--- config.mk ---
export PLATFORM = sky130hd
export DESIGN_NAME = axi_addr_filter_flat
export DESIGN_NICKNAME = d
export VERILOG_FILES = /design/src/rtl/axi_addr_filter_if.sv /design/src/rtl/axi_addr_filter.sv /design/src/flat_wrapper.sv
export SDC_FILE = /design/constraint.sdc
export NUM_CORES = 1
export LEC_CHECK = 0
export ABC_AREA = 1
export CORE_AREA = 2 2 269 271
export CTS_CLUSTER_DIAMETER = 150
export DETAILED_ROUTE_END_ITERATION = 10
export DIE_AREA = 0 0 271 273
export SETUP_SLACK_MARGIN = 0.15
export SLEW_MARGIN = 20
export SYNTH_ARGS = -nofsm -noshare
export SYNTH_HDL_FRONTEND = slang
export SYNTH_SLANG_ARGS = --single-unit
--- constraint.sdc ---
create_clock -name aclk -period 1.8 [get_ports aclk]
set_input_delay 0.18 -clock aclk [delete_from_list [all_inputs] [get_ports aclk]]
set_output_delay 0.18 -clock aclk [all_outputs]
set_load 0.01 [all_outputs]
--- src/rtl/axi_addr_filter_if.sv ---
// AXI4 bus bundle used by axi_addr_filter: full AW/W/B/AR/R channels with
// Master and Slave modports.
interface AXI_BUS #(
  parameter int unsigned AXI_ADDR_WIDTH = 32,
  parameter int unsigned AXI_DATA_WIDTH = 32,
  parameter int unsigned AXI_ID_WIDTH   = 4,
  parameter int unsigned AXI_USER_WIDTH = 1
);
  localparam int unsigned STRB_W = AXI_DATA_WIDTH / 8;

  logic [AXI_ID_WIDTH-1:0]   aw_id;
  logic [AXI_ADDR_WIDTH-1:0] aw_addr;
  logic [7:0]                aw_len;
  logic [2:0]                aw_size;
  logic [1:0]                aw_burst;
  logic                      aw_lock;
  logic [3:0]                aw_cache;
  logic [2:0]                aw_prot;
  logic [3:0]                aw_qos;
  logic [3:0]                aw_region;
  logic [AXI_USER_WIDTH-1:0] aw_user;
  logic                      aw_valid;
  logic                      aw_ready;

  logic [AXI_DATA_WIDTH-1:0] w_data;
  logic [STRB_W-1:0]         w_strb;
  logic                      w_last;
  logic [AXI_USER_WIDTH-1:0] w_user;
  logic                      w_valid;
  logic                      w_ready;

  logic [AXI_ID_WIDTH-1:0]   b_id;
  logic [1:0]                b_resp;
  logic [AXI_USER_WIDTH-1:0] b_user;
  logic                      b_valid;
  logic                      b_ready;

  logic [AXI_ID_WIDTH-1:0]   ar_id;
  logic [AXI_ADDR_WIDTH-1:0] ar_addr;
  logic [7:0]                ar_len;
  logic [2:0]                ar_size;
  logic [1:0]                ar_burst;
  logic                      ar_lock;
  logic [3:0]                ar_cache;
  logic [2:0]                ar_prot;
  logic [3:0]                ar_qos;
  logic [3:0]                ar_region;
  logic [AXI_USER_WIDTH-1:0] ar_user;
  logic                      ar_valid;
  logic                      ar_ready;

  logic [AXI_ID_WIDTH-1:0]   r_id;
  logic [AXI_DATA_WIDTH-1:0] r_data;
  logic [1:0]                r_resp;
  logic                      r_last;
  logic [AXI_USER_WIDTH-1:0] r_user;
  logic                      r_valid;
  logic                      r_ready;

  modport Master (
    output aw_id, aw_addr, aw_len, aw_size, aw_burst, aw_lock, aw_cache, aw_prot,
           aw_qos, aw_region, aw_user, aw_valid,
    input  aw_ready,
    output w_data, w_strb, w_last, w_user, w_valid,
    input  w_ready,
    input  b_id, b_resp, b_user, b_valid,
    output b_ready,
    output ar_id, ar_addr, ar_len, ar_size, ar_burst, ar_lock, ar_cache, ar_prot,
           ar_qos, ar_region, ar_user, ar_valid,
    input  ar_ready,
    input  r_id, r_data, r_resp, r_last, r_user, r_valid,
    output r_ready
  );

  modport Slave (
    input  aw_id, aw_addr, aw_len, aw_size, aw_burst, aw_lock, aw_cache, aw_prot,
           aw_qos, aw_region, aw_user, aw_valid,
    output aw_ready,
    input  w_data, w_strb, w_last, w_user, w_valid,
    output w_ready,
    output b_id, b_resp, b_user, b_valid,
    input  b_ready,
    input  ar_id, ar_addr, ar_len, ar_size, ar_burst, ar_lock, ar_cache, ar_prot,
           ar_qos, ar_region, ar_user, ar_valid,
    output ar_ready,
    output r_id, r_data, r_resp, r_last, r_user, r_valid,
    input  r_ready
  );
endinterface

--- src/rtl/axi_addr_filter.sv ---
// AXI address filter: routes each transaction to mst_ok (window hit) or mst_err (miss).
// Define AXI_ADDR_FILTER_LOG_EN to add first-faulting-address capture (err_* ports).
module axi_addr_filter #(
  localparam int unsigned ADDR_W = 32,
  parameter logic [ADDR_W-1:0] BASE_ADDR = 32'h1FC0_0000,
  parameter logic [ADDR_W-1:0] ADDR_MASK = 32'hFFF0_0000
) (
  input  logic              aclk,
  input  logic              areset,
  AXI_BUS.Slave             slv,
  AXI_BUS.Master            mst_ok,
  AXI_BUS.Master            mst_err
`ifdef AXI_ADDR_FILTER_LOG_EN
  ,
  output logic [ADDR_W-1:0] err_addr_o,
  output logic              err_valid_o,
  input  logic              err_clr_i
`endif
);

  typedef enum logic [1:0] {W_IDLE, W_DATA, W_RESP} w_state_t;
  typedef enum logic {R_IDLE, R_BUSY} r_state_t;

  w_state_t w_state, w_next;
  r_state_t r_state, r_next;
  logic     wsel, rsel;          // 1 = mst_err
  logic     aw_hit, ar_hit;
  logic     aw_accept, ar_accept;
  logic     aw_dec_ready, ar_dec_ready;
  logic     w_sel_ready, b_sel_valid, r_sel_valid;

  assign aw_hit = (slv.aw_addr & ADDR_MASK) == BASE_ADDR;
  assign ar_hit = (slv.ar_addr & ADDR_MASK) == BASE_ADDR;

  assign aw_dec_ready = aw_hit ? mst_ok.aw_ready : mst_err.aw_ready;
  assign ar_dec_ready = ar_hit ? mst_ok.ar_ready : mst_err.ar_ready;
  assign w_sel_ready  = wsel ? mst_err.w_ready : mst_ok.w_ready;
  assign b_sel_valid  = wsel ? mst_err.b_valid : mst_ok.b_valid;
  assign r_sel_valid  = rsel ? mst_err.r_valid : mst_ok.r_valid;

  // Request payloads go to both masters; only the VALIDs steer the transaction.
  assign mst_ok.aw_id     = slv.aw_id;     assign mst_err.aw_id     = slv.aw_id;
  assign mst_ok.aw_addr   = slv.aw_addr;   assign mst_err.aw_addr   = slv.aw_addr;
  assign mst_ok.aw_len    = slv.aw_len;    assign mst_err.aw_len    = slv.aw_len;
  assign mst_ok.aw_size   = slv.aw_size;   assign mst_err.aw_size   = slv.aw_size;
  assign mst_ok.aw_burst  = slv.aw_burst;  assign mst_err.aw_burst  = slv.aw_burst;
  assign mst_ok.aw_lock   = slv.aw_lock;   assign mst_err.aw_lock   = slv.aw_lock;
  assign mst_ok.aw_cache  = slv.aw_cache;  assign mst_err.aw_cache  = slv.aw_cache;
  assign mst_ok.aw_prot   = slv.aw_prot;   assign mst_err.aw_prot   = slv.aw_prot;
  assign mst_ok.aw_qos    = slv.aw_qos;    assign mst_err.aw_qos    = slv.aw_qos;
  assign mst_ok.aw_region = slv.aw_region; assign mst_err.aw_region = slv.aw_region;
  assign mst_ok.aw_user   = slv.aw_user;   assign mst_err.aw_user   = slv.aw_user;

  assign mst_ok.w_data    = slv.w_data;    assign mst_err.w_data    = slv.w_data;
  assign mst_ok.w_strb    = slv.w_strb;    assign mst_err.w_strb    = slv.w_strb;
  assign mst_ok.w_last    = slv.w_last;    assign mst_err.w_last    = slv.w_last;
  assign mst_ok.w_user    = slv.w_user;    assign mst_err.w_user    = slv.w_user;

  assign mst_ok.ar_id     = slv.ar_id;     assign mst_err.ar_id     = slv.ar_id;
  assign mst_ok.ar_addr   = slv.ar_addr;   assign mst_err.ar_addr   = slv.ar_addr;
  assign mst_ok.ar_len    = slv.ar_len;    assign mst_err.ar_len    = slv.ar_len;
  assign mst_ok.ar_size   = slv.ar_size;   assign mst_err.ar_size   = slv.ar_size;
  assign mst_ok.ar_burst  = slv.ar_burst;  assign mst_err.ar_burst  = slv.ar_burst;
  assign mst_ok.ar_lock   = slv.ar_lock;   assign mst_err.ar_lock   = slv.ar_lock;
  assign mst_ok.ar_cache  = slv.ar_cache;  assign mst_err.ar_cache  = slv.ar_cache;
  assign mst_ok.ar_prot   = slv.ar_prot;   assign mst_err.ar_prot   = slv.ar_prot;
  assign mst_ok.ar_qos    = slv.ar_qos;    assign mst_err.ar_qos    = slv.ar_qos;
  assign mst_ok.ar_region = slv.ar_region; assign mst_err.ar_region = slv.ar_region;
  assign mst_ok.ar_user   = slv.ar_user;   assign mst_err.ar_user   = slv.ar_user;

  // Response payloads come from the port latched at address acceptance.
  assign slv.b_id   = wsel ? mst_err.b_id   : mst_ok.b_id;
  assign slv.b_resp = wsel ? mst_err.b_resp : mst_ok.b_resp;
  assign slv.b_user = wsel ? mst_err.b_user : mst_ok.b_user;
  assign slv.r_id   = rsel ? mst_err.r_id   : mst_ok.r_id;
  assign slv.r_data = rsel ? mst_err.r_data : mst_ok.r_data;
  assign slv.r_resp = rsel ? mst_err.r_resp : mst_ok.r_resp;
  assign slv.r_last = rsel ? mst_err.r_last : mst_ok.r_last;
  assign slv.r_user = rsel ? mst_err.r_user : mst_ok.r_user;

  always_ff @(posedge aclk) begin
    if (areset) begin
      w_state <= W_IDLE;
      r_state <= R_IDLE;
      wsel    <= 1'b0;
      rsel    <= 1'b0;
    end else begin
      w_state <= w_next;
      r_state <= r_next;
      if (aw_accept) wsel <= ~aw_hit;
      if (ar_accept) rsel <= ~ar_hit;
    end
  end

  // Write channel routing and next state; everything is quiet while in reset.
  always_comb begin
    w_next           = w_state;
    aw_accept        = 1'b0;
    mst_ok.aw_valid  = 1'b0;
    mst_err.aw_valid = 1'b0;
    slv.aw_ready     = 1'b0;
    mst_ok.w_valid   = 1'b0;
    mst_err.w_valid  = 1'b0;
    slv.w_ready      = 1'b0;
    slv.b_valid      = 1'b0;
    mst_ok.b_ready   = 1'b0;
    mst_err.b_ready  = 1'b0;
    if (!areset) begin
      unique case (w_state)
        W_IDLE: begin
          mst_ok.aw_valid  = slv.aw_valid & aw_hit;
          mst_err.aw_valid = slv.aw_valid & ~aw_hit;
          slv.aw_ready     = aw_dec_ready;
          aw_accept        = slv.aw_valid & aw_dec_ready;
          if (aw_accept) w_next = W_DATA;
        end
        W_DATA: begin
          mst_ok.w_valid  = slv.w_valid & ~wsel;
          mst_err.w_valid = slv.w_valid & wsel;
          slv.w_ready     = w_sel_ready;
          if (slv.w_valid && w_sel_ready && slv.w_last) w_next = W_RESP;
        end
        W_RESP: begin
          slv.b_valid     = b_sel_valid;
          mst_ok.b_ready  = slv.b_ready & ~wsel;
          mst_err.b_ready = slv.b_ready & wsel;
          if (b_sel_valid && slv.b_ready) w_next = W_IDLE;
        end
        default: w_next = W_IDLE;
      endcase
    end
  end

  // Read channel routing and next state.
  always_comb begin
    r_next           = r_state;
    ar_accept        = 1'b0;
    mst_ok.ar_valid  = 1'b0;
    mst_err.ar_valid = 1'b0;
    slv.ar_ready     = 1'b0;
    slv.r_valid      = 1'b0;
    mst_ok.r_ready   = 1'b0;
    mst_err.r_ready  = 1'b0;
    if (!areset) begin
      unique case (r_state)
        R_IDLE: begin
          mst_ok.ar_valid  = slv.ar_valid & ar_hit;
          mst_err.ar_valid = slv.ar_valid & ~ar_hit;
          slv.ar_ready     = ar_dec_ready;
          ar_accept        = slv.ar_valid & ar_dec_ready;
          if (ar_accept) r_next = R_BUSY;
        end
        R_BUSY: begin
          slv.r_valid     = r_sel_valid;
          mst_ok.r_ready  = slv.r_ready & ~rsel;
          mst_err.r_ready = slv.r_ready & rsel;
          if (r_sel_valid && slv.r_ready && slv.r_last) r_next = R_IDLE;
        end
      endcase
    end
  end

`ifdef AXI_ADDR_FILTER_LOG_EN
  logic aw_miss, ar_miss;

  assign aw_miss = aw_accept & ~aw_hit;
  assign ar_miss = ar_accept & ~ar_hit;

  // Holds the first miss until cleared; AW beats AR when both miss together.
  always_ff @(posedge aclk) begin
    if (areset) begin
      err_valid_o <= 1'b0;
      err_addr_o  <= '0;
    end else if (!err_valid_o && (aw_miss || ar_miss)) begin
      err_valid_o <= 1'b1;
      err_addr_o  <= aw_miss ? slv.aw_addr : slv.ar_addr;
    end else if (err_clr_i) begin
      err_valid_o <= 1'b0;
    end
  end
`endif

endmodule

--- src/flat_wrapper.sv ---
// flat-port wrapper written by rule: the top's interface ports become plain ports
module axi_addr_filter_flat 
#(
  localparam int unsigned ADDR_W = 32,
  parameter logic [ADDR_W-1:0] BASE_ADDR = 32'h1FC0_0000,
  parameter logic [ADDR_W-1:0] ADDR_MASK = 32'hFFF0_0000
)
  (aclk, areset, slv_aw_id, slv_aw_addr, slv_aw_len, slv_aw_size, slv_aw_burst, slv_aw_lock, slv_aw_cache, slv_aw_prot, slv_aw_qos, slv_aw_region, slv_aw_user, slv_aw_valid, slv_aw_ready, slv_w_data, slv_w_strb, slv_w_last, slv_w_user, slv_w_valid, slv_w_ready, slv_b_id, slv_b_resp, slv_b_user, slv_b_valid, slv_b_ready, slv_ar_id, slv_ar_addr, slv_ar_len, slv_ar_size, slv_ar_burst, slv_ar_lock, slv_ar_cache, slv_ar_prot, slv_ar_qos, slv_ar_region, slv_ar_user, slv_ar_valid, slv_ar_ready, slv_r_id, slv_r_data, slv_r_resp, slv_r_last, slv_r_user, slv_r_valid, slv_r_ready, mst_ok_aw_id, mst_ok_aw_addr, mst_ok_aw_len, mst_ok_aw_size, mst_ok_aw_burst, mst_ok_aw_lock, mst_ok_aw_cache, mst_ok_aw_prot, mst_ok_aw_qos, mst_ok_aw_region, mst_ok_aw_user, mst_ok_aw_valid, mst_ok_aw_ready, mst_ok_w_data, mst_ok_w_strb, mst_ok_w_last, mst_ok_w_user, mst_ok_w_valid, mst_ok_w_ready, mst_ok_b_id, mst_ok_b_resp, mst_ok_b_user, mst_ok_b_valid, mst_ok_b_ready, mst_ok_ar_id, mst_ok_ar_addr, mst_ok_ar_len, mst_ok_ar_size, mst_ok_ar_burst, mst_ok_ar_lock, mst_ok_ar_cache, mst_ok_ar_prot, mst_ok_ar_qos, mst_ok_ar_region, mst_ok_ar_user, mst_ok_ar_valid, mst_ok_ar_ready, mst_ok_r_id, mst_ok_r_data, mst_ok_r_resp, mst_ok_r_last, mst_ok_r_user, mst_ok_r_valid, mst_ok_r_ready, mst_err_aw_id, mst_err_aw_addr, mst_err_aw_len, mst_err_aw_size, mst_err_aw_burst, mst_err_aw_lock, mst_err_aw_cache, mst_err_aw_prot, mst_err_aw_qos, mst_err_aw_region, mst_err_aw_user, mst_err_aw_valid, mst_err_aw_ready, mst_err_w_data, mst_err_w_strb, mst_err_w_last, mst_err_w_user, mst_err_w_valid, mst_err_w_ready, mst_err_b_id, mst_err_b_resp, mst_err_b_user, mst_err_b_valid, mst_err_b_ready, mst_err_ar_id, mst_err_ar_addr, mst_err_ar_len, mst_err_ar_size, mst_err_ar_burst, mst_err_ar_lock, mst_err_ar_cache, mst_err_ar_prot, mst_err_ar_qos, mst_err_ar_region, mst_err_ar_user, mst_err_ar_valid, mst_err_ar_ready, mst_err_r_id, mst_err_r_data, mst_err_r_resp, mst_err_r_last, mst_err_r_user, mst_err_r_valid, mst_err_r_ready);
  AXI_BUS #(.AXI_ADDR_WIDTH(32), .AXI_DATA_WIDTH(32), .AXI_ID_WIDTH(4), .AXI_USER_WIDTH(1)) slv_i ();
  AXI_BUS #(.AXI_ADDR_WIDTH(32), .AXI_DATA_WIDTH(32), .AXI_ID_WIDTH(4), .AXI_USER_WIDTH(1)) mst_ok_i ();
  AXI_BUS #(.AXI_ADDR_WIDTH(32), .AXI_DATA_WIDTH(32), .AXI_ID_WIDTH(4), .AXI_USER_WIDTH(1)) mst_err_i ();
  input  logic aclk;
  input  logic areset;
  input wire logic [$bits(slv_i.aw_id)-1:0] slv_aw_id;
  input wire logic [$bits(slv_i.aw_addr)-1:0] slv_aw_addr;
  input wire logic [$bits(slv_i.aw_len)-1:0] slv_aw_len;
  input wire logic [$bits(slv_i.aw_size)-1:0] slv_aw_size;
  input wire logic [$bits(slv_i.aw_burst)-1:0] slv_aw_burst;
  input wire logic [$bits(slv_i.aw_lock)-1:0] slv_aw_lock;
  input wire logic [$bits(slv_i.aw_cache)-1:0] slv_aw_cache;
  input wire logic [$bits(slv_i.aw_prot)-1:0] slv_aw_prot;
  input wire logic [$bits(slv_i.aw_qos)-1:0] slv_aw_qos;
  input wire logic [$bits(slv_i.aw_region)-1:0] slv_aw_region;
  input wire logic [$bits(slv_i.aw_user)-1:0] slv_aw_user;
  input wire logic [$bits(slv_i.aw_valid)-1:0] slv_aw_valid;
  output wire logic [$bits(slv_i.aw_ready)-1:0] slv_aw_ready;
  input wire logic [$bits(slv_i.w_data)-1:0] slv_w_data;
  input wire logic [$bits(slv_i.w_strb)-1:0] slv_w_strb;
  input wire logic [$bits(slv_i.w_last)-1:0] slv_w_last;
  input wire logic [$bits(slv_i.w_user)-1:0] slv_w_user;
  input wire logic [$bits(slv_i.w_valid)-1:0] slv_w_valid;
  output wire logic [$bits(slv_i.w_ready)-1:0] slv_w_ready;
  output wire logic [$bits(slv_i.b_id)-1:0] slv_b_id;
  output wire logic [$bits(slv_i.b_resp)-1:0] slv_b_resp;
  output wire logic [$bits(slv_i.b_user)-1:0] slv_b_user;
  output wire logic [$bits(slv_i.b_valid)-1:0] slv_b_valid;
  input wire logic [$bits(slv_i.b_ready)-1:0] slv_b_ready;
  input wire logic [$bits(slv_i.ar_id)-1:0] slv_ar_id;
  input wire logic [$bits(slv_i.ar_addr)-1:0] slv_ar_addr;
  input wire logic [$bits(slv_i.ar_len)-1:0] slv_ar_len;
  input wire logic [$bits(slv_i.ar_size)-1:0] slv_ar_size;
  input wire logic [$bits(slv_i.ar_burst)-1:0] slv_ar_burst;
  input wire logic [$bits(slv_i.ar_lock)-1:0] slv_ar_lock;
  input wire logic [$bits(slv_i.ar_cache)-1:0] slv_ar_cache;
  input wire logic [$bits(slv_i.ar_prot)-1:0] slv_ar_prot;
  input wire logic [$bits(slv_i.ar_qos)-1:0] slv_ar_qos;
  input wire logic [$bits(slv_i.ar_region)-1:0] slv_ar_region;
  input wire logic [$bits(slv_i.ar_user)-1:0] slv_ar_user;
  input wire logic [$bits(slv_i.ar_valid)-1:0] slv_ar_valid;
  output wire logic [$bits(slv_i.ar_ready)-1:0] slv_ar_ready;
  output wire logic [$bits(slv_i.r_id)-1:0] slv_r_id;
  output wire logic [$bits(slv_i.r_data)-1:0] slv_r_data;
  output wire logic [$bits(slv_i.r_resp)-1:0] slv_r_resp;
  output wire logic [$bits(slv_i.r_last)-1:0] slv_r_last;
  output wire logic [$bits(slv_i.r_user)-1:0] slv_r_user;
  output wire logic [$bits(slv_i.r_valid)-1:0] slv_r_valid;
  input wire logic [$bits(slv_i.r_ready)-1:0] slv_r_ready;
  output wire logic [$bits(mst_ok_i.aw_id)-1:0] mst_ok_aw_id;
  output wire logic [$bits(mst_ok_i.aw_addr)-1:0] mst_ok_aw_addr;
  output wire logic [$bits(mst_ok_i.aw_len)-1:0] mst_ok_aw_len;
  output wire logic [$bits(mst_ok_i.aw_size)-1:0] mst_ok_aw_size;
  output wire logic [$bits(mst_ok_i.aw_burst)-1:0] mst_ok_aw_burst;
  output wire logic [$bits(mst_ok_i.aw_lock)-1:0] mst_ok_aw_lock;
  output wire logic [$bits(mst_ok_i.aw_cache)-1:0] mst_ok_aw_cache;
  output wire logic [$bits(mst_ok_i.aw_prot)-1:0] mst_ok_aw_prot;
  output wire logic [$bits(mst_ok_i.aw_qos)-1:0] mst_ok_aw_qos;
  output wire logic [$bits(mst_ok_i.aw_region)-1:0] mst_ok_aw_region;
  output wire logic [$bits(mst_ok_i.aw_user)-1:0] mst_ok_aw_user;
  output wire logic [$bits(mst_ok_i.aw_valid)-1:0] mst_ok_aw_valid;
  input wire logic [$bits(mst_ok_i.aw_ready)-1:0] mst_ok_aw_ready;
  output wire logic [$bits(mst_ok_i.w_data)-1:0] mst_ok_w_data;
  output wire logic [$bits(mst_ok_i.w_strb)-1:0] mst_ok_w_strb;
  output wire logic [$bits(mst_ok_i.w_last)-1:0] mst_ok_w_last;
  output wire logic [$bits(mst_ok_i.w_user)-1:0] mst_ok_w_user;
  output wire logic [$bits(mst_ok_i.w_valid)-1:0] mst_ok_w_valid;
  input wire logic [$bits(mst_ok_i.w_ready)-1:0] mst_ok_w_ready;
  input wire logic [$bits(mst_ok_i.b_id)-1:0] mst_ok_b_id;
  input wire logic [$bits(mst_ok_i.b_resp)-1:0] mst_ok_b_resp;
  input wire logic [$bits(mst_ok_i.b_user)-1:0] mst_ok_b_user;
  input wire logic [$bits(mst_ok_i.b_valid)-1:0] mst_ok_b_valid;
  output wire logic [$bits(mst_ok_i.b_ready)-1:0] mst_ok_b_ready;
  output wire logic [$bits(mst_ok_i.ar_id)-1:0] mst_ok_ar_id;
  output wire logic [$bits(mst_ok_i.ar_addr)-1:0] mst_ok_ar_addr;
  output wire logic [$bits(mst_ok_i.ar_len)-1:0] mst_ok_ar_len;
  output wire logic [$bits(mst_ok_i.ar_size)-1:0] mst_ok_ar_size;
  output wire logic [$bits(mst_ok_i.ar_burst)-1:0] mst_ok_ar_burst;
  output wire logic [$bits(mst_ok_i.ar_lock)-1:0] mst_ok_ar_lock;
  output wire logic [$bits(mst_ok_i.ar_cache)-1:0] mst_ok_ar_cache;
  output wire logic [$bits(mst_ok_i.ar_prot)-1:0] mst_ok_ar_prot;
  output wire logic [$bits(mst_ok_i.ar_qos)-1:0] mst_ok_ar_qos;
  output wire logic [$bits(mst_ok_i.ar_region)-1:0] mst_ok_ar_region;
  output wire logic [$bits(mst_ok_i.ar_user)-1:0] mst_ok_ar_user;
  output wire logic [$bits(mst_ok_i.ar_valid)-1:0] mst_ok_ar_valid;
  input wire logic [$bits(mst_ok_i.ar_ready)-1:0] mst_ok_ar_ready;
  input wire logic [$bits(mst_ok_i.r_id)-1:0] mst_ok_r_id;
  input wire logic [$bits(mst_ok_i.r_data)-1:0] mst_ok_r_data;
  input wire logic [$bits(mst_ok_i.r_resp)-1:0] mst_ok_r_resp;
  input wire logic [$bits(mst_ok_i.r_last)-1:0] mst_ok_r_last;
  input wire logic [$bits(mst_ok_i.r_user)-1:0] mst_ok_r_user;
  input wire logic [$bits(mst_ok_i.r_valid)-1:0] mst_ok_r_valid;
  output wire logic [$bits(mst_ok_i.r_ready)-1:0] mst_ok_r_ready;
  output wire logic [$bits(mst_err_i.aw_id)-1:0] mst_err_aw_id;
  output wire logic [$bits(mst_err_i.aw_addr)-1:0] mst_err_aw_addr;
  output wire logic [$bits(mst_err_i.aw_len)-1:0] mst_err_aw_len;
  output wire logic [$bits(mst_err_i.aw_size)-1:0] mst_err_aw_size;
  output wire logic [$bits(mst_err_i.aw_burst)-1:0] mst_err_aw_burst;
  output wire logic [$bits(mst_err_i.aw_lock)-1:0] mst_err_aw_lock;
  output wire logic [$bits(mst_err_i.aw_cache)-1:0] mst_err_aw_cache;
  output wire logic [$bits(mst_err_i.aw_prot)-1:0] mst_err_aw_prot;
  output wire logic [$bits(mst_err_i.aw_qos)-1:0] mst_err_aw_qos;
  output wire logic [$bits(mst_err_i.aw_region)-1:0] mst_err_aw_region;
  output wire logic [$bits(mst_err_i.aw_user)-1:0] mst_err_aw_user;
  output wire logic [$bits(mst_err_i.aw_valid)-1:0] mst_err_aw_valid;
  input wire logic [$bits(mst_err_i.aw_ready)-1:0] mst_err_aw_ready;
  output wire logic [$bits(mst_err_i.w_data)-1:0] mst_err_w_data;
  output wire logic [$bits(mst_err_i.w_strb)-1:0] mst_err_w_strb;
  output wire logic [$bits(mst_err_i.w_last)-1:0] mst_err_w_last;
  output wire logic [$bits(mst_err_i.w_user)-1:0] mst_err_w_user;
  output wire logic [$bits(mst_err_i.w_valid)-1:0] mst_err_w_valid;
  input wire logic [$bits(mst_err_i.w_ready)-1:0] mst_err_w_ready;
  input wire logic [$bits(mst_err_i.b_id)-1:0] mst_err_b_id;
  input wire logic [$bits(mst_err_i.b_resp)-1:0] mst_err_b_resp;
  input wire logic [$bits(mst_err_i.b_user)-1:0] mst_err_b_user;
  input wire logic [$bits(mst_err_i.b_valid)-1:0] mst_err_b_valid;
  output wire logic [$bits(mst_err_i.b_ready)-1:0] mst_err_b_ready;
  output wire logic [$bits(mst_err_i.ar_id)-1:0] mst_err_ar_id;
  output wire logic [$bits(mst_err_i.ar_addr)-1:0] mst_err_ar_addr;
  output wire logic [$bits(mst_err_i.ar_len)-1:0] mst_err_ar_len;
  output wire logic [$bits(mst_err_i.ar_size)-1:0] mst_err_ar_size;
  output wire logic [$bits(mst_err_i.ar_burst)-1:0] mst_err_ar_burst;
  output wire logic [$bits(mst_err_i.ar_lock)-1:0] mst_err_ar_lock;
  output wire logic [$bits(mst_err_i.ar_cache)-1:0] mst_err_ar_cache;
  output wire logic [$bits(mst_err_i.ar_prot)-1:0] mst_err_ar_prot;
  output wire logic [$bits(mst_err_i.ar_qos)-1:0] mst_err_ar_qos;
  output wire logic [$bits(mst_err_i.ar_region)-1:0] mst_err_ar_region;
  output wire logic [$bits(mst_err_i.ar_user)-1:0] mst_err_ar_user;
  output wire logic [$bits(mst_err_i.ar_valid)-1:0] mst_err_ar_valid;
  input wire logic [$bits(mst_err_i.ar_ready)-1:0] mst_err_ar_ready;
  input wire logic [$bits(mst_err_i.r_id)-1:0] mst_err_r_id;
  input wire logic [$bits(mst_err_i.r_data)-1:0] mst_err_r_data;
  input wire logic [$bits(mst_err_i.r_resp)-1:0] mst_err_r_resp;
  input wire logic [$bits(mst_err_i.r_last)-1:0] mst_err_r_last;
  input wire logic [$bits(mst_err_i.r_user)-1:0] mst_err_r_user;
  input wire logic [$bits(mst_err_i.r_valid)-1:0] mst_err_r_valid;
  output wire logic [$bits(mst_err_i.r_ready)-1:0] mst_err_r_ready;
  assign slv_i.aw_id = slv_aw_id;
  assign slv_i.aw_addr = slv_aw_addr;
  assign slv_i.aw_len = slv_aw_len;
  assign slv_i.aw_size = slv_aw_size;
  assign slv_i.aw_burst = slv_aw_burst;
  assign slv_i.aw_lock = slv_aw_lock;
  assign slv_i.aw_cache = slv_aw_cache;
  assign slv_i.aw_prot = slv_aw_prot;
  assign slv_i.aw_qos = slv_aw_qos;
  assign slv_i.aw_region = slv_aw_region;
  assign slv_i.aw_user = slv_aw_user;
  assign slv_i.aw_valid = slv_aw_valid;
  assign slv_aw_ready = slv_i.aw_ready;
  assign slv_i.w_data = slv_w_data;
  assign slv_i.w_strb = slv_w_strb;
  assign slv_i.w_last = slv_w_last;
  assign slv_i.w_user = slv_w_user;
  assign slv_i.w_valid = slv_w_valid;
  assign slv_w_ready = slv_i.w_ready;
  assign slv_b_id = slv_i.b_id;
  assign slv_b_resp = slv_i.b_resp;
  assign slv_b_user = slv_i.b_user;
  assign slv_b_valid = slv_i.b_valid;
  assign slv_i.b_ready = slv_b_ready;
  assign slv_i.ar_id = slv_ar_id;
  assign slv_i.ar_addr = slv_ar_addr;
  assign slv_i.ar_len = slv_ar_len;
  assign slv_i.ar_size = slv_ar_size;
  assign slv_i.ar_burst = slv_ar_burst;
  assign slv_i.ar_lock = slv_ar_lock;
  assign slv_i.ar_cache = slv_ar_cache;
  assign slv_i.ar_prot = slv_ar_prot;
  assign slv_i.ar_qos = slv_ar_qos;
  assign slv_i.ar_region = slv_ar_region;
  assign slv_i.ar_user = slv_ar_user;
  assign slv_i.ar_valid = slv_ar_valid;
  assign slv_ar_ready = slv_i.ar_ready;
  assign slv_r_id = slv_i.r_id;
  assign slv_r_data = slv_i.r_data;
  assign slv_r_resp = slv_i.r_resp;
  assign slv_r_last = slv_i.r_last;
  assign slv_r_user = slv_i.r_user;
  assign slv_r_valid = slv_i.r_valid;
  assign slv_i.r_ready = slv_r_ready;
  assign mst_ok_aw_id = mst_ok_i.aw_id;
  assign mst_ok_aw_addr = mst_ok_i.aw_addr;
  assign mst_ok_aw_len = mst_ok_i.aw_len;
  assign mst_ok_aw_size = mst_ok_i.aw_size;
  assign mst_ok_aw_burst = mst_ok_i.aw_burst;
  assign mst_ok_aw_lock = mst_ok_i.aw_lock;
  assign mst_ok_aw_cache = mst_ok_i.aw_cache;
  assign mst_ok_aw_prot = mst_ok_i.aw_prot;
  assign mst_ok_aw_qos = mst_ok_i.aw_qos;
  assign mst_ok_aw_region = mst_ok_i.aw_region;
  assign mst_ok_aw_user = mst_ok_i.aw_user;
  assign mst_ok_aw_valid = mst_ok_i.aw_valid;
  assign mst_ok_i.aw_ready = mst_ok_aw_ready;
  assign mst_ok_w_data = mst_ok_i.w_data;
  assign mst_ok_w_strb = mst_ok_i.w_strb;
  assign mst_ok_w_last = mst_ok_i.w_last;
  assign mst_ok_w_user = mst_ok_i.w_user;
  assign mst_ok_w_valid = mst_ok_i.w_valid;
  assign mst_ok_i.w_ready = mst_ok_w_ready;
  assign mst_ok_i.b_id = mst_ok_b_id;
  assign mst_ok_i.b_resp = mst_ok_b_resp;
  assign mst_ok_i.b_user = mst_ok_b_user;
  assign mst_ok_i.b_valid = mst_ok_b_valid;
  assign mst_ok_b_ready = mst_ok_i.b_ready;
  assign mst_ok_ar_id = mst_ok_i.ar_id;
  assign mst_ok_ar_addr = mst_ok_i.ar_addr;
  assign mst_ok_ar_len = mst_ok_i.ar_len;
  assign mst_ok_ar_size = mst_ok_i.ar_size;
  assign mst_ok_ar_burst = mst_ok_i.ar_burst;
  assign mst_ok_ar_lock = mst_ok_i.ar_lock;
  assign mst_ok_ar_cache = mst_ok_i.ar_cache;
  assign mst_ok_ar_prot = mst_ok_i.ar_prot;
  assign mst_ok_ar_qos = mst_ok_i.ar_qos;
  assign mst_ok_ar_region = mst_ok_i.ar_region;
  assign mst_ok_ar_user = mst_ok_i.ar_user;
  assign mst_ok_ar_valid = mst_ok_i.ar_valid;
  assign mst_ok_i.ar_ready = mst_ok_ar_ready;
  assign mst_ok_i.r_id = mst_ok_r_id;
  assign mst_ok_i.r_data = mst_ok_r_data;
  assign mst_ok_i.r_resp = mst_ok_r_resp;
  assign mst_ok_i.r_last = mst_ok_r_last;
  assign mst_ok_i.r_user = mst_ok_r_user;
  assign mst_ok_i.r_valid = mst_ok_r_valid;
  assign mst_ok_r_ready = mst_ok_i.r_ready;
  assign mst_err_aw_id = mst_err_i.aw_id;
  assign mst_err_aw_addr = mst_err_i.aw_addr;
  assign mst_err_aw_len = mst_err_i.aw_len;
  assign mst_err_aw_size = mst_err_i.aw_size;
  assign mst_err_aw_burst = mst_err_i.aw_burst;
  assign mst_err_aw_lock = mst_err_i.aw_lock;
  assign mst_err_aw_cache = mst_err_i.aw_cache;
  assign mst_err_aw_prot = mst_err_i.aw_prot;
  assign mst_err_aw_qos = mst_err_i.aw_qos;
  assign mst_err_aw_region = mst_err_i.aw_region;
  assign mst_err_aw_user = mst_err_i.aw_user;
  assign mst_err_aw_valid = mst_err_i.aw_valid;
  assign mst_err_i.aw_ready = mst_err_aw_ready;
  assign mst_err_w_data = mst_err_i.w_data;
  assign mst_err_w_strb = mst_err_i.w_strb;
  assign mst_err_w_last = mst_err_i.w_last;
  assign mst_err_w_user = mst_err_i.w_user;
  assign mst_err_w_valid = mst_err_i.w_valid;
  assign mst_err_i.w_ready = mst_err_w_ready;
  assign mst_err_i.b_id = mst_err_b_id;
  assign mst_err_i.b_resp = mst_err_b_resp;
  assign mst_err_i.b_user = mst_err_b_user;
  assign mst_err_i.b_valid = mst_err_b_valid;
  assign mst_err_b_ready = mst_err_i.b_ready;
  assign mst_err_ar_id = mst_err_i.ar_id;
  assign mst_err_ar_addr = mst_err_i.ar_addr;
  assign mst_err_ar_len = mst_err_i.ar_len;
  assign mst_err_ar_size = mst_err_i.ar_size;
  assign mst_err_ar_burst = mst_err_i.ar_burst;
  assign mst_err_ar_lock = mst_err_i.ar_lock;
  assign mst_err_ar_cache = mst_err_i.ar_cache;
  assign mst_err_ar_prot = mst_err_i.ar_prot;
  assign mst_err_ar_qos = mst_err_i.ar_qos;
  assign mst_err_ar_region = mst_err_i.ar_region;
  assign mst_err_ar_user = mst_err_i.ar_user;
  assign mst_err_ar_valid = mst_err_i.ar_valid;
  assign mst_err_i.ar_ready = mst_err_ar_ready;
  assign mst_err_i.r_id = mst_err_r_id;
  assign mst_err_i.r_data = mst_err_r_data;
  assign mst_err_i.r_resp = mst_err_r_resp;
  assign mst_err_i.r_last = mst_err_r_last;
  assign mst_err_i.r_user = mst_err_r_user;
  assign mst_err_i.r_valid = mst_err_r_valid;
  assign mst_err_r_ready = mst_err_i.r_ready;
  axi_addr_filter #(.BASE_ADDR(BASE_ADDR), .ADDR_MASK(ADDR_MASK)) u_core (.aclk(aclk), .areset(areset), .slv(slv_i), .mst_ok(mst_ok_i), .mst_err(mst_err_i));
endmodule
== Yosys cells after proc, flatten, opt, wreduce, memory -nomap -nowiden ==
Cells that the tools add are included.

* Register bits after elaboration: 5
* Bits of input ports: 281
* Output and inout bits: 402
* Logic and storage cells: 89

* Equality and inequality tests: 7
* Mux-type cells: 54
* Bitwise operators: 17
* Reduce and logical (&&, ||, !) cells: 7

{| class="wikitable"
|+ Operator list
! kind !! count
|-
| 1-bit 2-to-1 mux || 44
|-
| 32-bit 2-to-1 mux || 1
|-
| 12-bit by 9-bit equality test with 1-bit output, second input constant || 2
|-
| 1-bit AND || 12
|-
| 2-bit 2-to-1 mux || 5
|-
| 4-bit 2-to-1 mux || 2
|-
| 2-bit by 1-bit != test with 1-bit output, second input constant || 3
|-
| 2-bit one-hot mux with 3 select lines || 1
|-
| 1-bit logical AND || 5
|-
| 1-bit inverter || 5
|-
| 3-bit AND reduction || 1
|-
| 2-bit by 1-bit equality test with 1-bit output, second input constant || 1
|-
| 2-bit equality test, second input constant || 1
|-
| 2-bit logical NOT || 1
|-
| 1-bit one-hot mux with 2 select lines || 1
|}

== Depth between registers and ports, before layout ==
* Word-level depth: 5
* Mapped depth: 10
* Mapped depth without buffers: 10

== Worst setup path before layout ==
Ideal clock, no wire load.

* Kind: register to output
* Start: register u_core.rsel
* End: output mst_err_r_ready
* Arrival: 1.076 ns
* Required time: 1.620 ns
* Path slack: 0.544 ns
* Stages on the path, launching flop included: 5
* Cells stage by stage: dfxtp_1 buf_4 inv_8 buf_2 nor4_1

* Cells in the longest elaborated chain, start to end: 3

{| class="wikitable"
|+ Ends and longest elaborated chain
! item !! line !! RTL
|-
| from (decl) || axi_addr_filter.sv:26 || <nowiki>logic wsel, rsel;</nowiki>
|-
| from (signal assigned) || axi_addr_filter.sv:91 || <nowiki>if (ar_accept) rsel <= ~ar_hit;</nowiki>
|-
| 1-bit AND || axi_addr_filter.sv:156 || <nowiki>mst_err.r_ready = slv.r_ready & rsel;</nowiki>
|-
| 1-bit 2-to-1 mux || axi_addr_filter.sv:145 || <nowiki>unique case (r_state)</nowiki>
|-
| 1-bit 2-to-1 mux || axi_addr_filter.sv:144 || <nowiki>if (!areset) begin</nowiki>
|-
| to (decl) || flat_wrapper.sv:145 || <nowiki>output wire logic [$bits(mst_err_i.r_ready)-1:0] mst_err_r_ready;</nowiki>
|}

No other way between the ends.

== Final worst setup path ==
* Start: input slv_aw_addr[30]
* End: output mst_err_aw_addr[30]

{| class="wikitable"
|+ RTL lines
! item !! line !! RTL
|-
| from (decl) || flat_wrapper.sv:15 || <nowiki>input wire logic [$bits(slv_i.aw_addr)-1:0] slv_aw_addr;</nowiki>
|-
| to (decl) || flat_wrapper.sv:103 || <nowiki>output wire logic [$bits(mst_err_i.aw_addr)-1:0] mst_err_aw_addr;</nowiki>
|}

No word-level cell between the ends.

==> summary.txt <==
Yosys
  – Compound-Gate Fraction of Synth Area: 0.008130
  – Syn Area/Cell: 6.250 µm²
  – Post-Syn Area: 3694 µm²
  – Register area share after synthesis: 0.02710
  – Ys async rst share: 0
  – Simple-Gate Fraction of Synth Area: 0.2283
  – Warnings, synthesis: 0
  – Post-Synth XOR/XNOR Area: 0
  – Area contributors post-synth: buf_4 69%, nand2_1 16%, dfxtp_1 2.7%
  – Adder-Cell Fraction of Synth Area: 0
  – Largest family of logic cells by synthesized area: buffers and inverters
  – Post-synth EDFFs: 0
  – Number of synthesized register bits: 5
  – Yosys top cell area share: 0.6931
  – Mapped Nets: 872
  – Top-count cell post-synth: buf_4
  – Top FF cell, synth: dfxtp_1
  – Synth Instances: 591
  – Yosys cell types: 26
  – Cell taking the most area after synthesis: buf_4
  – Post-synth top cells: 341 x buf_4, 159 x nand2_1, 14 x nor2_1, 12 x inv_1, 8 x nor3_1
  – Mux cell area share after synthesis: 0.008130

Clock network
  – Bufs on Longest Clock Path: 2
  – CTS Root Cell: clkbuf_16
  – CTS tree: yes
  – CTS buffer count: 3
  – Clk sinks: 5
  – Worst-Skew Late Latency: 0.24 ns
  – H-tree level count: 1

Power and ir drop
  – P_leak: 2.216 nW
  – Power Dens Cells: 333.9 nW/µm²
  – Worst vdd ir: 0.2001 mV

STA
  – Fmax: 0.6066 GHz
  – Slew HR: 0.7853
  – Final slew viol count: 0
  – Worst hold slack: 0.3600 ns
  – Hold Violations, Final: 0
  – Tcrit/Tclk final: 0.9158
  – Minimum clock period: 1.648 ns
  – RSZ-0062 raised after global routing: true
  – Slew @ Worst Pin: 0.3233 ns
  – Finish-stage setup viols: 0
  – Clock Skews: 0.0002209 ns

Floorplanning
  – Cell row count: 98
  – Core area: 71000 µm²
  – Starting density of the core: 0.05202
  – Die ar.: 73980 µm²
  – Die X: 271 µm
  – I/O pin total: 683
  – DIE HEIGHT: 273 µm

Worst setup path
  – CP Buf/Inv Count: 3
  – Crit path max fanout: 2
  – Critical path required time: 1.62 ns
  – Worst path slowest cell: clkdlybuf4s50_1
  – Crit Path Class: input pin to primary output
  – Worst path arrival time: 1.47 ns
  – CP startpoint kind: input pin
  – Cell mode on critical path: clkdlybuf4s50_1
  – FF-to-FF setup slack: 0.50 ns
  – Worst setup EP type: primary output
  – Max stage delay on crit path: 0.59 ns
  – Cell family with most CP delay: buffers and inverters
  – CP cell instances: clkdlybuf4s50_1 -> buf_4 -> clkdlybuf4s50_1

Final layout
  – Number of fillers in the final layout: 8325
  – Util after Layout: 0.07843
  – Area Overhead vs Synth: 50.75%
  – Layout cells sized above 1: 0.2491
  – Final net count: 820

Run status
  – Status: finished, final reports clean

Routing
  – Vias post-DR: 3171
  – Total Wirelength: 29700 µm
  – Vias/cell: 2.130
  – DRC violations left: 0
  – DRT Pass-1 Iters: 4
  – WL/cell: 19.95 µm
  – First-iteration detailed-routing DRC count: 72
  – Number of routed nets with antenna violations: 0

Worst hold path
  – Hold Path Class: input pin to primary output

Job
  – Maxcap violations: 0

GRT
  – Number of global-route vias before repair: 3227
  – Gr usage total: 0.07637
  – Initial antenna violation count: 4
  – Global route overflow: 0
  – First-pass GRT wire length: 35280 µm
  – Largest net degree at the start of global routing: 16

Placed design
  – HPWL Detailed: 27060 µm
  – Port buffer count: 247
  – GPL Wtd Cong: 0.6720
==> path summary, 6_finish.rpt <==
path	from	to	cells past startpoint
min reg2reg	u_core.r_state	u_core.r_state	2
max	slv_aw_addr[30]	mst_err_aw_addr[30]	3
min	slv_ar_addr[9]	mst_err_ar_addr[9]	0
max reg2reg	u_core.w_state[0]	u_core.wsel	8
==> flip-flops by register name, indices dropped and copies added, names as in the netlist <==
| register | flops |
|---|---|
| u_core.w_state | 2 |
| u_core.r_state | 1 |
| u_core.rsel | 1 |
| u_core.wsel | 1 |
==> area by class of cell <==
type,count,area [µm²],share of cell area
diodes,1,2.502,0.0004494
clock buffers,4,78.83,0.01416
inverters,22,97.59,0.01753
multi-input cells,213,1042,0.1872
flip-flops and latches,5,108.9,0.01955
well taps,950,1189,0.2135
repair buffers,294,3049,0.5476
==> per-stage QoR <==
| stage | power (mW) | instance area [µm²] | setup TNS [ns] | cells | worst slack [ns] |
|---|---|---|---|---|---|
| finish | 1.859 | 5568 | 0 | 1489 | 0.1515 |
| global route | 2.027 | 5568 | 0 | 1489 | 0.09162 |
| CTS | 1.948 | 5544 | 0 | 1489 | 0.08512 |
| detailed placement | 1.491 | 5289 | -2.613 | 1477 | -0.3529 |
| global placement | 1.488 | 5289 | -2.526 | 1477 | -0.3507 |
| floorplan | 1.150 | 3694 | 0 | 591 | 0.5438 |
==> cell families (layout without fill, tap and decap cells) <==
| group | after synthesis | in the layout |
|---|---|---|
| buffers and inverters | 373 | 320 |
| other | 0 | 1 |
| muxes | 3 | 3 |
| DFF | 5 | 5 |
| AOI/OAI and AO/OA | 6 | 6 |
| and+or+nand+nor | 204 | 204 |
==> timing repair <==
| action | CTS | global route |
|---|---|---|
| hold endpoints to repair | 0 | 0 |
| pin swaps | 5 | 7 |
| gates resized for setup | 114 | 33 |
| hold buffers | 0 | 0 |
| gates cloned | 1 | 0 |
| setup endpoints to repair | 55 | 31 |
| setup buffers | 7 | 0 |
==> where the power goes <==
part | internal, mW | switching [mW]
sequential | 0.117 | 0.0147
combinational | 0.725 | 0.607
clock | 0.296 | 0.0987
==> cells in the final DEF (no fill, tap or decap), drive strengths merged, types with 4 or more instances in the layout <==
master	instances
clkbuf	5
nor4	4
nand4	4
buf	80
clkdlybuf4s50	173
dlygate4sd2	31
dfxtp	5
nor2	16
nand3	7
nand2	163
inv	19
nor3	8
dlymetal6s2s	9
==> routing by layer <==
layer	vias up	track usage	part of all wire
met5	-	0	0.00091
met4	4	0.05409	0.080
met3	148	0.08795	0.26
met2	453	0.1152	0.42
met1	1222	0.05334	0.25
li1	1344	-	-
No activity file was read; power rests on OpenSTA's default activity.
